<file path="src/rtl/serial_sub_seq.sv">
// Bit-serial subtractor: diff = a - b - bin over W cycles through one full_sub cell.
// Define SERIAL_SUB_SAT_EN to clamp underflowing results to zero.
module serial_sub_seq #(
    parameter int unsigned W = 8
) (
    input  logic         clk,
    input  logic         rst_n,
    input  logic         start,
    input  logic [W-1:0] a,
    input  logic [W-1:0] b,
    input  logic         bin,
    output logic         busy,
    output logic         done,
    output logic [W-1:0] diff,
    output logic         bout
);
    localparam int unsigned CW = (W > 1) ? $clog2(W) : 1;
    localparam logic [CW-1:0] LastCnt = CW'(W - 1);

    typedef enum logic {StIdle, StRun} state_e;

    state_e        state_q;
    logic [W-1:0]  a_sr_q;
    logic [W-1:0]  b_sr_q;
    logic [W-1:0]  res_q;
    logic [CW-1:0] cnt_q;
    logic          brw_q;

    logic          cell_di;
    logic          cell_bor;
    logic [W-1:0]  res_next;

    full_sub u_full_sub (
        .a   (a_sr_q[0]),
        .b   (b_sr_q[0]),
        .c   (brw_q),
        .di  (cell_di),
        .bor (cell_bor)
    );

    // New bit enters at the MSB so the first (LSB) bit ends up at bit 0 after W shifts.
    assign res_next = (res_q >> 1) | (W'(cell_di) << (W - 1));

    always_ff @(posedge clk or negedge rst_n) begin
        if (!rst_n) begin
            state_q <= StIdle;
            a_sr_q  <= '0;
            b_sr_q  <= '0;
            res_q   <= '0;
            cnt_q   <= '0;
            brw_q   <= 1'b0;
            busy    <= 1'b0;
            done    <= 1'b0;
            diff    <= '0;
            bout    <= 1'b0;
        end else begin
            done <= 1'b0;
            unique case (state_q)
                StIdle: begin
                    if (start) begin
                        state_q <= StRun;
                        a_sr_q  <= a;
                        b_sr_q  <= b;
                        brw_q   <= bin;
                        cnt_q   <= '0;
                        res_q   <= '0;
                        busy    <= 1'b1;
                    end
                end
                StRun: begin
                    res_q  <= res_next;
                    a_sr_q <= a_sr_q >> 1;
                    b_sr_q <= b_sr_q >> 1;
                    brw_q  <= cell_bor;
                    if (cnt_q == LastCnt) begin
                        state_q <= StIdle;
                        busy    <= 1'b0;
                        done    <= 1'b1;
                        bout    <= cell_bor;
`ifdef SERIAL_SUB_SAT_EN
                        diff    <= cell_bor ? '0 : res_next;
`else
                        diff    <= res_next;
`endif
                    end else begin
                        cnt_q <= cnt_q + 1'b1;
                    end
                end
                default: state_q <= StIdle;
            endcase
        end
    end
endmodule

// One-bit full subtractor: di = a - b - c, bor set when a < b + c.
module full_sub (
    input  logic a,
    input  logic b,
    input  logic c,
    output logic di,
    output logic bor
);
    assign di  = a ^ b ^ c;
    assign bor = (~a & b) | (~(a ^ b) & c);
endmodule

</file>
<file path="config.mk">
export PLATFORM = sky130hd
export DESIGN_NAME = serial_sub_seq
export DESIGN_NICKNAME = d
export VERILOG_FILES = /design/src/rtl/serial_sub_seq.sv
export SDC_FILE = /design/constraint.sdc
export NUM_CORES = 1
export LEC_CHECK = 0
export CAP_MARGIN = 5
export CORE_MARGIN = 2
export CORE_UTILIZATION = 48
export CTS_BUF_LIST = sky130_fd_sc_hd__clkbuf_2
export DETAILED_ROUTE_END_ITERATION = 12
export PLACE_DENSITY_LB_ADDON = 0.2
export SLEW_MARGIN = 20
export SYNTH_ARGS = -nofsm -noshare
export SYNTH_HDL_FRONTEND = slang
export SYNTH_SLANG_ARGS = --single-unit
</file>
<file path="constraint.sdc">
create_clock -name clk -period 1.4 [get_ports clk]
set_input_delay 0.28 -clock clk [delete_from_list [all_inputs] [get_ports clk]]
set_output_delay 0.28 -clock clk [all_outputs]
set_load 0.01 [all_outputs]
</file>
==> results by group <==
Cells and area
  • Area growth, synth to finish: 30.92%
  • Antenna cell count: 0
  • Nets: between 200 and 250
  • Fraction of layout cells with a size suffix above 1: 0.2258
  • Non-Filler Instances: 232
  • Post-route design area: 2220 sq um

Placement
  • IO Port Bufs: 30
  • RePlAce Congestion: between 0.6 and 0.7
  • Dpl cell area: approximately 2100 sq um
  • Placed insts: between 200 and 250
  • DP Worst Slack: -0.06473 ns
  • Post-DP HPWL: 2112 um

Synth
  • Synth top area share: 0.5756
  • Synth area leaders: dfrtp_1, mux2i_1, mux2_2
  • Commonest cells in the netlist: dfrtp_1, mux2i_1, nand2_1
  • Post-synthesis cell count: 137
  • Synth warn: 0
  • Syn Area/Cell: between 10 and 15 sq um
  • Post-Syn Nets: 161
  • Ys flop type: dfrtp_1
  • Area leader, netlist: dfrtp_1
  • Post-synth cell types: 21
  • Yosys reg bits: 39
  • Most numerous cell in the Yosys netlist: dfrtp_1
  • Sequential fraction of the synthesis area: 0.5756
  • Mapped cell area: about 1700 sq um
  • Fraction of registers with async set/reset: 1.000
  • Post-synth EDFFs: 0

Die
  • Die height: 63.43 um
  • FP Rows: 21
  • Starting density of the core: 0.5041
  • Die X: between 60 and 70 um
  • CORE AREA: about 3400 sq um
  • Number of I/O pins: 31
  • Die area: 4023 sq um

Route
  • Drt wl/cell: ~13 um
  • First-pass iteration count of the detailed router: 4
  • WL final: roughly 3100 um
  • Remaining design rule violation count: 0
  • Antenna Nets Post-Route: 0
  • Drt first-iter violations: 18
  • Vias per Instance: around 5.0
  • Vias post-DR: about 1,200

Pwr
  • Total Power: roughly 4200 uW
  • Largest vdd supply drop: ~0.00085 V
  • Leak: roughly 0.0011 uW
  • Pwr Density: around 1900 nW/um^2

GRT
  • Initial antenna violation count: 0
  • Largest net degree at the start of global routing: 40
  • Global route overflow: 0
  • Global-route usage over all layers: 0.1745
  • Vias in the first global route: 1,183
  • First-pass GRT wire length: 5402 um

Worst hold path
  • Type of the worst min-delay path: primary input to async pin

STA
  • PnR worst setup slack: -0.004488 ns
  • RSZ-0062 raised after global routing: true
  • Final period util: 1.003
  • Slew @ Worst Pin: between 0.4 and 0.5 ns
  • Fin. max-slew vios: 0
  • Max Clock Skew: roughly 0.015 ns
  • Fmax: about 710 MHz
  • Fin. Hold Viols: 0
  • Final min period: 1.404 ns
  • Setup-failing EPs final: 1
  • Slew headroom: 0.6810

Worst setup path
  • RR Endpoint: cnt_q[2]
  • Endpoint class of the critical path: register
  • Critical Path End: cnt_q[2]
  • CP startpoint: cnt_q[1]
  • Critical path peak fanout: 4
  • R2R setup slack: -0.004 ns
  • Crit Path Class: register to register
  • Worst endpoint required time: ~1.7 ns
  • R2R Path Start: cnt_q[1]
  • R2r worst-path depth: 4
  • Critical Path AT: 1.70 ns
  • Critical Path Start Type: register

Status
  • Status: finished with violations
  • Failing checks: setup timing

Clock tree
  • Worst skew pair latency: 0.39 ns
  • Clock transition at path regs: approximately 0.19 ns
  • H-tree lvl count: 2
  • Num CTS Buffers: 5
  • Clk sinks: 39
  • CTS tree: done
  • Clock Tree Buf Depth: 2
  • Root buf cell: clkbuf_2

Run
  • Max capacitance violation total: 0
[power breakdown]
group	total (uW)	switching, uW	internal [uW]
Combinational	1870	789	1080
Clock	466	346	120
Sequential	1900	315	1590
Total	4240	1450	2790
[critical path, cell delays in order, from the launching register on]
cell,delay (ns)
dfrtp_1,0.43
ha_4,0.16
ha_4,0.18
mux2_2,0.35
a22o_1,0.18
[kinds of logic (layout without fill, tap and decap cells)]
group / after synthesis / count (layout) / synth area share
DFF: 39 / 39 / 0.5756
muxes: 29 / 29 / 0.1786
AOI/OAI and AO/OA: 26 / 26 / 0.09299
and+or+nand+nor: 25 / 25 / 0.06863
buffers and inverters: 13 / 62 / 0.04502
adders and majority gates: 4 / 4 / 0.03395
xor gates and xnor gates: 1 / 1 / 0.005167
[registers in the layout (all words and copies together), names as in the netlist]
name     count
a_sr_q       8
b_sr_q       8
diff         8
res_q        7
cnt_q        3
bout         1
brw_q        1
busy         1
done         1
state_q      1
[per-stage QoR]
stage / TNS [ns] / utilization / hold slack [ns]
after CTS: 0 / 0.6395 / 0.4380
after detailed placement: -0.6773 / 0.6164 / 0.3566
final: -0.004488 / 0.6600 / 0.4485
after global placement: -0.03595 / 0.6164 / 0.3552
after global routing: -0.1290 / 0.6600 / 0.4542
after floorplan: 0 / - / -0.01559
[layout by cell type, fill, tap and decap left out]
cell / Yosys / final
o21ai_0: 16 / 16
o22ai_2: 0 / 1
o21ai_1: 1 / 1
clkdlybuf4s15_1: 0 / 9
mux2_2: 10 / 9
nand2_8: 0 / 1
buf_2: 1 / 1
clkdlybuf4s50_1: 0 / 18
nor2_4: 1 / 1
dlygate4sd3_1: 0 / 1
nand2b_1: 3 / 3
ha_4: 0 / 2
clkbuf_2: 0 / 8
ha_1: 3 / 1
mux2_4: 0 / 1
nor2_1: 3 / 3
fa_1: 1 / 1
xnor2_1: 1 / 1
a22o_1: 7 / 7
mux2i_1: 19 / 19
buf_4: 5 / 17
inv_1: 5 / 5
a21oi_1: 1 / 1
dfrtp_1: 39 / 39
clkinv_1: 0 / 2
buf_12: 0 / 1
nand2_1: 17 / 17
[worst min path at each step]
stage,to,cells past startpoint,startpoint,slack [ns]
6_report,cnt_q[1],3,rst_n,0.45
5_1_grt,brw_q,3,rst_n,0.45
4_1_cts,diff[7],3,rst_n,0.44
3_5_place_dp,diff[0],2,rst_n,0.36
3_3_place_gp,diff[0],2,rst_n,0.36
2_1_floorplan,a_sr_q[0],0,rst_n,-0.02
[final cells by class]
type / instances / area [sq um]
Clock buffer: 6 / 30.03
Clock inverter: 2 / 7.507
Fill cell: 297 / 1144
Inverter: 5 / 18.77
Multi-Input combinational cell: 85 / 686.9
Sequential cell: 39 / 975.9
Tap cell: 46 / 57.56
Timing Repair Buffer: 49 / 442.9
[layer usage]
metal  up-vias  part of all wire  track usage
li1        565                 -            -
met1       558              0.44       0.2164
met2        25              0.51       0.2855
met3         4             0.042      0.07143
met4         0            0.0087      0.04076
met5         -                 0            0
[repair_timing]
item / 4_1_cts / 5_1_grt
resized for setup: 14 / 16
endpoints found under the hold margin: 39 / 0
setup endpoints to repair: 21 / 21
hold buffers: 1 / 0
buffers inserted: 4 / 5
Power figures use the tool's default switching activity.
